===== src/rtl/ik_seq_pkg.sv =====
// Shared types and default stage indices for the SCARA IK stage sequencer.
package ik_seq_pkg;

  typedef enum logic [1:0] {
    ST_IDLE = 2'd0,
    ST_RUN  = 2'd1,
    ST_GAP  = 2'd2,
    ST_OUT  = 2'd3
  } seq_state_e;

  localparam int DEF_NUM_STAGES   = 8;
  localparam int DEF_GAMMA_STAGE  = 5;
  localparam int DEF_ATANXY_STAGE = 6;
  localparam int DEF_THETA2_STAGE = 7;

  typedef enum logic [1:0] {
    SLOT_GAMMA  = 2'd0,
    SLOT_ATANXY = 2'd1,
    SLOT_THETA2 = 2'd2
  } angle_slot_e;

  localparam int NUM_SLOTS = 3;

endpackage


===== src/rtl/ik_stage_sequencer_watchdog.sv =====
// Counts consecutive enabled cycles of one stage; expire_o flags the last allowed cycle.
module stage_watchdog #(
  parameter int TIMEOUT = 1023
) (
  input  logic clk,
  input  logic reset,
  input  logic en_i,
  output logic expire_o
);

  localparam int CNT_W = $clog2(TIMEOUT + 1);

  logic [CNT_W-1:0] cnt_q, cnt_d;

  always_comb begin
    cnt_d = cnt_q;
    if (!en_i) begin
      cnt_d = '0;
    end else if (cnt_q != CNT_W'(TIMEOUT)) begin
      cnt_d = cnt_q + 1'b1;
    end
  end

  always_ff @(posedge clk or posedge reset) begin
    if (reset) begin
      cnt_q <= '0;
    end else begin
      cnt_q <= cnt_d;
    end
  end

  // The current cycle is enabled cycle number cnt_q+1, so TIMEOUT is reached at cnt_q == TIMEOUT-1.
  assign expire_o = en_i && (cnt_q >= CNT_W'(TIMEOUT - 1));

endmodule


===== src/rtl/ik_stage_sequencer.sv =====
// Steps the IK arithmetic stages one at a time, collects angle results and reports th1/th2 or a timeout.
module ik_stage_sequencer
  import ik_seq_pkg::*;
#(
  parameter int NUM_STAGES   = DEF_NUM_STAGES,
  parameter int ANGLE_W      = 13,
  parameter int COORD_W      = 14,
  parameter int TIMEOUT      = 1023,
  parameter int GAMMA_STAGE  = DEF_GAMMA_STAGE,
  parameter int ATANXY_STAGE = DEF_ATANXY_STAGE,
  parameter int THETA2_STAGE = DEF_THETA2_STAGE
) (
  input  logic                          clk,
  input  logic                          reset,
  input  logic                          req_valid,
  output logic                          req_ready,
  input  logic [COORD_W-1:0]            req_x,
  input  logic [COORD_W-1:0]            req_y,
  output logic [COORD_W-1:0]            x_hold,
  output logic [COORD_W-1:0]            y_hold,
  output logic [NUM_STAGES-1:0]         stage_en,
  input  logic [NUM_STAGES-1:0]         stage_done,
  input  logic [ANGLE_W-1:0]            stage_angle,
  output logic                          out_valid,
  input  logic                          out_ready,
  output logic [ANGLE_W-1:0]            th1,
  output logic [ANGLE_W-1:0]            th2,
  output logic                          out_err,
  output logic [$clog2(NUM_STAGES)-1:0] err_stage
);

  localparam int IDX_W = $clog2(NUM_STAGES);

  seq_state_e                         state_q, state_d;
  logic [IDX_W-1:0]                   idx_q, idx_d;
  logic [COORD_W-1:0]                 x_q, x_d, y_q, y_d;
  logic [NUM_SLOTS-1:0][ANGLE_W-1:0]  slot_q, slot_d;
  logic [ANGLE_W-1:0]                 th1_q, th1_d, th2_q, th2_d;
  logic                               err_q, err_d;
  logic [IDX_W-1:0]                   err_stage_q, err_stage_d;
  logic                               wd_en, wd_expire;

  assign wd_en = (state_q == ST_RUN);

  stage_watchdog #(
    .TIMEOUT (TIMEOUT)
  ) u_watchdog (
    .clk      (clk),
    .reset    (reset),
    .en_i     (wd_en),
    .expire_o (wd_expire)
  );

  always_comb begin
    state_d     = state_q;
    idx_d       = idx_q;
    x_d         = x_q;
    y_d         = y_q;
    slot_d      = slot_q;
    th1_d       = th1_q;
    th2_d       = th2_q;
    err_d       = err_q;
    err_stage_d = err_stage_q;
    case (state_q)
      ST_IDLE: begin
        if (req_valid) begin
          x_d     = req_x;
          y_d     = req_y;
          idx_d   = '0;
          err_d   = 1'b0;
          state_d = ST_RUN;
        end
      end
      ST_RUN: begin
        // A done from the active stage takes priority over a watchdog expiry in the same cycle.
        if (stage_done[idx_q]) begin
          if (idx_q == IDX_W'(GAMMA_STAGE))  slot_d[SLOT_GAMMA]  = stage_angle;
          if (idx_q == IDX_W'(ATANXY_STAGE)) slot_d[SLOT_ATANXY] = stage_angle;
          if (idx_q == IDX_W'(THETA2_STAGE)) slot_d[SLOT_THETA2] = stage_angle;
          if (idx_q == IDX_W'(NUM_STAGES - 1)) begin
            th1_d   = slot_d[SLOT_ATANXY] - slot_d[SLOT_GAMMA];
            th2_d   = slot_d[SLOT_THETA2];
            state_d = ST_OUT;
          end else begin
            state_d = ST_GAP;
          end
        end else if (wd_expire) begin
          err_d       = 1'b1;
          err_stage_d = idx_q;
          state_d     = ST_OUT;
        end
      end
      ST_GAP: begin
        idx_d   = idx_q + IDX_W'(1);
        state_d = ST_RUN;
      end
      ST_OUT: begin
        if (out_ready) state_d = ST_IDLE;
      end
      default: state_d = ST_IDLE;
    endcase
  end

  always_ff @(posedge clk or posedge reset) begin
    if (reset) begin
      state_q     <= ST_IDLE;
      idx_q       <= '0;
      x_q         <= '0;
      y_q         <= '0;
      slot_q      <= '0;
      th1_q       <= '0;
      th2_q       <= '0;
      err_q       <= 1'b0;
      err_stage_q <= '0;
    end else begin
      state_q     <= state_d;
      idx_q       <= idx_d;
      x_q         <= x_d;
      y_q         <= y_d;
      slot_q      <= slot_d;
      th1_q       <= th1_d;
      th2_q       <= th2_d;
      err_q       <= err_d;
      err_stage_q <= err_stage_d;
    end
  end

  // Enables drop in GAP so a stage whose reset is tied to ~en restarts cleanly.
  always_comb begin
    stage_en = '0;
    if (state_q == ST_RUN) stage_en[idx_q] = 1'b1;
  end

  assign req_ready = (state_q == ST_IDLE);
  assign out_valid = (state_q == ST_OUT);
  assign x_hold    = x_q;
  assign y_hold    = y_q;
  assign th1       = th1_q;
  assign th2       = th2_q;
  assign out_err   = err_q;
  assign err_stage = err_stage_q;

endmodule

===== config.mk =====
export PLATFORM = sky130hd
export DESIGN_NAME = ik_stage_sequencer
export DESIGN_NICKNAME = d
export VERILOG_FILES = /design/src/rtl/ik_seq_pkg.sv /design/src/rtl/ik_stage_sequencer_watchdog.sv /design/src/rtl/ik_stage_sequencer.sv
export SDC_FILE = /design/constraint.sdc
export NUM_CORES = 1
export LEC_CHECK = 0
export CORE_MARGIN = 3
export CORE_UTILIZATION = 40
export CTS_CLUSTER_SIZE = 14
export DETAILED_ROUTE_END_ITERATION = 7
export GPL_TIMING_DRIVEN = 0
export PLACE_DENSITY_LB_ADDON = 0.05
export SLEW_MARGIN = 10
export SYNTH_ARGS = -nofsm -noshare
export SYNTH_HDL_FRONTEND = slang
export SYNTH_HIERARCHICAL = 1
export SYNTH_SLANG_ARGS = --single-unit
export TNS_END_PERCENT = 1

===== constraint.sdc =====
create_clock -name clk -period 3.9 [get_ports clk]
set_input_delay 0.39 -clock clk [delete_from_list [all_inputs] [get_ports clk]]
set_output_delay 0.39 -clock clk [all_outputs]
set_load 0.02 [all_outputs]

# After elaboration in Yosys (flattened, before gate mapping)
# Cells that the tools add are included.
# op_classes
addsub,3
magnitude_cmp,3
n_eq_ne,13
mux,26
bitwise_logic,1
n_reduce_logical,12
# op_table
cell,count
13-bit two-way mux,7
10-bit two-way mux,2
13-bit subtractor,1
"10-bit by 1-bit adder with 10-bit output, second input constant",1
"10-bit >= comparator, second input constant",1
"10-bit inequality test, second input constant",1
"3-bit == test, second input constant",3
3-bit AND reduction,3
2-bit two-way mux,4
8-bit two-way mux,1
"2-bit inequality test, second input constant",4
2-bit one-hot mux with 4 select lines,1
1-bit two-way mux,6
3-bit one-hot mux with 2 select lines,1
2-bit AND reduction,3
"2-bit == test, second input constant",2
"3-bit by 4-bit < comparator with 1-bit output, second input constant",1
4-bit AND reduction,1
2-bit nonzero test,2
"3-bit by 1-bit adder with 3-bit output, second input constant",1
1-bit binary-select mux with 3-bit select,1
1-bit demux with 3-bit select,1
"3-bit by 1-bit >= comparator with 1-bit output, second input constant",1
3-bit two-way mux,1
other kinds (7),8
# word_totals
register_bits,112
input_bits,53
output_inout_bits,68
word_cells,70

# Longest topological paths before layout
# logic_depth
ltp_word,5
depth_mapped,17
mapped_depth_nobuf,14

# Cells and area by module
# The synthesis kept the hierarchy.
# by_module_without_submodules
module,n_inst,cells_per_inst,area_each_um2,seq_area_each_um2
ik_stage_sequencer,1,484,4941.0,2227.1
stage_watchdog,1,65,621.8,250.2

# Least setup slack after synthesis
# No wires, ideal clock.
# synth_timing
path_type,register -> register
from,reg idx_q[1]
to,reg th1_q[12] (netlist: th1[12])
setup_time_ns,0.103
t_arrival_ns,3.378
required_ns,3.797
slack_ns,0.419
path_stages_with_launch,18
path_buffers,3
synth_period_minus_slack_ns,3.481
cell_sequence,dfrtp_1 > buf_6 > inv_1 > ha_1 > buf_2 > nand2_2 > buf_2 > mux2_2 > ha_1 > inv_1 > fa_1 > a21oi_1 > inv_1 > maj3_2 > a32o_2 > a2bb2oi_4 > nor4_1 > o41ai_2
# synth_via
elab_chain_cells,5
word_cells_on_any_way,13
classes_between,add/sub (1); eq/ne (3); mux (8); reduce/logical (1)
# synth_lines
element,line,rtl
start: declaration,ik_stage_sequencer.sv:35,"logic [IDX_W-1:0] idx_q, idx_d;"
start signal: assignment,ik_stage_sequencer.sv:117,idx_q <= idx_d;
3-bit == test (on tied branches),"ik_stage_sequencer.sv:78, ik_stage_sequencer.sv:77",
13-bit two-way mux (on tied branches),"ik_stage_sequencer.sv:78, ik_stage_sequencer.sv:77",
13-bit two-way mux,ik_stage_sequencer.sv:76,if (stage_done[idx_q]) begin
13-bit two-way mux,ik_stage_sequencer.sv:64,case (state_q)
13-bit subtractor,ik_stage_sequencer.sv:81,th1_d = slot_d[SLOT_ATANXY] - slot_d[SLOT_GAMMA];
end signal: assignment,ik_stage_sequencer.sv:121,th1_q <= th1_d;
end: declaration,ik_stage_sequencer.sv:38,"logic [ANGLE_W-1:0] th1_q, th1_d, th2_q, th2_d;"
# Several ways; a longest one is shown, not always the timed one. The select of a mux whose other input is x is not followed.
# A chain may end at the register's enable or synchronous reset.

# Worst setup path after layout
# Ends and elaborated chain as after synthesis.

==> results by group <==
Setup path
  – Cell mode on critical path: inv_1
  – Critical Path Slowest Stage Cell: dfrtp_2
  – Path depth of the worst reg2reg path: 17
  – Delay of the slowest cell on the worst path: 460 ps
  – Crit path kind: reg2reg
  – Setup slack on the worst flop-to-flop path: 240 ps
  – Worst r2r dst: th1[12]
  – Launching element of the worst setup path: idx_q[1]
  – Count of buffer and inverter cells on the critical path: 6
  – Worst EP arrival: 3900 ps
  – Maximum fanout encountered on the critical timing path: 10
  – Kind of end point of the critical path: register
  – Ordered cell list for the critical path: buf_6, inv_1, ha_1, clkbuf_4, nand2_4, buf_6, mux2_2, ha_1, inv_1, fa_2, a21oi_2, inv_1, maj3_2, a32o_2, a2bb2oi_4, nor4_1, o41ai_2
  – Worst reg2reg startpoint: idx_q[1]
  – Top cell family by delay on the critical path: adder cells
  – Crit path required time: 4150 ps
  – Kind of launch point of the worst setup path: register

Yosys
  – Top FF cell, synth: dfrtp_1
  – Seq/Total Area, Yosys: 44.5%
  – Total nets after synthesis: 616
  – Mean cell area of the mapped netlist: 10.1 um2
  – Synth top area cells: dfrtp_1 (45%), mux2_2 (9.7%), nand2_1 (5.8%)
  – Number of enable flip-flop cells after synthesis: 0
  – Number of warnings printed during yosys synthesis: 6
  – Distinct cell type count after synthesis: 82
  – Summed instance area of the synthesized netlist: 5560 um2
  – Area share of the largest cell type after synthesis: 44.5%
  – Synthesized instance count: 549
  – Yosys top cell by area: dfrtp_1
  – Async SR Flop Fraction: 100%
  – Number of register bits inferred by synthesis: 99

Detailed routing
  – Violation count after the first detailed-route iteration: 348
  – DRC errors left: 0
  – DR WL/cell: 16.8 um
  – Number of detailed-route iterations in the first pass: 4
  – Total Routed Length: 14.5 mm
  – Antenna viol nets, final: 0
  – Vias: 4640
  – Average vias per placed instance: 5.39

Floorplanning
  – Core Region: 13400 um2
  – Overall die height: 124 um
  – Top-level port count: 121
  – Die ar.: 15400 um2
  – Initial Util: 41.5%
  – Number of cell rows: 42
  – Chip width: 124 um

STA
  – Max Fclk: 274 MHz
  – Endpoints failing setup: 0
  – Unrepaired setup endpoints after global routing: no
  – Count of endpoints failing hold in the final timing report: 0
  – Clock period minus final worst setup slack: 3660 ps
  – Final number of max-transition violations: 0
  – Max-slew headroom: 48.2%
  – Slew @ Worst Pin: 775 ps
  – Clk_skew: 4.52 ps
  – Post-route fraction of the period consumed by the critical path: 93.8%
  – Worst path setup slack after routing: 244 ps

Finish
  – Fraction of final layout cells with drive strength greater than 1: 16.6%
  – Core utilization of the finished layout: 54.8%
  – Non-filler instance count after layout: 861
  – Antenna Diode Count: 0
  – NumNets Final: 747
  – Synthesis-to-finish area growth: 32.0%

Placed design
  – Post-Place Setup Slack: -135 ps
  – Post-DP HPWL: 10.7 mm
  – Port bufs: 119
  – RD Place Congestion: 0.880
  – Placed Cells incl. Taps: 845

Clocking
  – Clk Latency, worst-skew pair: 350 ps
  – CTS Root Cell: clkbuf_16
  – Maximum count of clock buffers along a single path: 2
  – Clock-pin slew reported for the worst setup and hold paths after clock tree synthesis: 70 ps
  – Number of H-tree branching levels: 3
  – Hold bufs inserted after CTS: 0
  – Clock tree from TritonCTS: built
  – Clock sink total: 99
  – Post-CTS setup buffer count: 0
  – Number of buffers inserted during clock tree synthesis: 9

Power
  – P_leak: 3.16 nW
  – Maximum vdd drop: 0.404 mV
  – Power density over the cells: 714 nW/um2

Min path
  – HP Class: in2async

Status
  – Outcome: complete, no violations

GRT
  – Number of global-route vias before repair: 4650
  – Largest net degree at the start of global routing: 52
  – Final global-route overflow total: 0
  – Global routing usage summed across all routing layers: 20.0%
  – First-pass GRT wire length: 24.0 mm
  – Number of antenna violations at the first check in global routing: 0

Run
  – Total of max-cap violations: 0
[state kept, by name (all words and copies together) (netlist names), 3 cells and up, named ones only]
signal            count
y_hold               14
x_hold               14
th2                  13
idx_q                 3
th1                  13
slot_q               24
u_watchdog/cnt_q     10
err_stage             3
[placed cells by master, fill, tap and decap left out, types with 4 or more instances in the layout]
cell,count
a211oi_1,4
a21oi_1,30
a22oi_1,5
a32o_1,4
and2_1,4
buf_2,11
clkbuf_1,15
clkbuf_16,9
clkdlybuf4s50_1,119
dfrtp_1,97
ha_1,13
inv_1,18
mux2_2,48
mux2i_1,11
nand2_1,86
nand2b_1,7
nand3_1,14
nand4_1,4
nor2_1,27
nor2b_1,4
nor3_1,8
o21ai_0,20
o21ai_1,6
o221ai_1,6
or3_1,4
xnor2_1,8
[routing by layer]
metal  wire length, um  vias up  global-route usage, %
met4               276        0                   5.95
met3              1080       17                   6.90
met1              6410     2267                   26.6
met5                 0        -                      0
li1                  -     2231                      -
met2              6730      125                   31.1
[metrics by stage]
step	TNS (ps)	power, W	hold slack [ps]	area, um2
floorplan	0	0.00334	230	5560
global placement	-41760	0.00425	459	6970
detailed placement	-135	0.00429	466	7000
CTS	0	0.00529	391	7330
global route	0	0.00561	426	7340
finish	0	0.00524	400	7340
[where the power goes]
group | switching, W | internal, W
clock network | 0.000435 | 0.000517
logic | 0.00140 | 0.00127
registers | 0.000232 | 0.00139
[repair_timing]
action,4_1_cts,5_1_grt
endpoints found under the setup margin,2,3
endpoints found under the hold margin,0,0
pin swaps,0,2
gates resized for setup,4,6
[how the worst max path moves through the flow]
| stage | endpoint | slack (ps) | cells after the start |
|---|---|---|---|
| 2_1_floorplan | th1[12] | 420 | 17 |
| 3_3_place_gp | th2[1] | -470 | 2 |
| 3_5_place_dp | th1[12] | -130 | 17 |
| 4_1_cts | th1[12] | 50 | 17 |
| 5_1_grt | th1[12] | 60 | 17 |
| 6_report | th1[12] | 240 | 17 |
[cell usage after synthesis (3+ instances only)]
cell type and n:
a211oi_1 4, inv_1 19, nand2_1 86, nor2b_1 4, nor3b_1 3, a32o_1 4
nand3_1 14, and2_1 4, ha_1 13, nand4_1 4, dfrtp_1 99, xor2_1 3
or3_1 4, o21ai_1 6, a21o_1 3, a32oi_1 3, mux2_1 3, o21ai_0 20
nor3_1 8, nand2b_1 7, a22oi_1 5, a31oi_1 3, o221ai_1 6, o211ai_1 3
mux2_2 48, clkbuf_1 15, nor2_1 27, buf_2 14, a21oi_1 31, mux2i_1 12
and3_1 3, xnor2_1 8
[kinds of logic after synthesis]
kind of cell / synth area share (%)
fa+ha+maj: 3.87
buf+inv: 4.36
mux: 13.4
simple gates: 16.5
xor+xnor: 2.14
flops: 44.5
compound gates: 15.2
[layout make-up]
class                   count  area [um2]
clock buffers               9         225
repair buffers            120        1210
multi-input cells         396        2860
clock inverters             7        93.8
plain buffers              35         183
fillers                  1222        6060
inverters                  19        73.8
flip-flops and latches     99        2480
well taps                 176         220
Note: power is estimated with default switching activity, not from simulation.
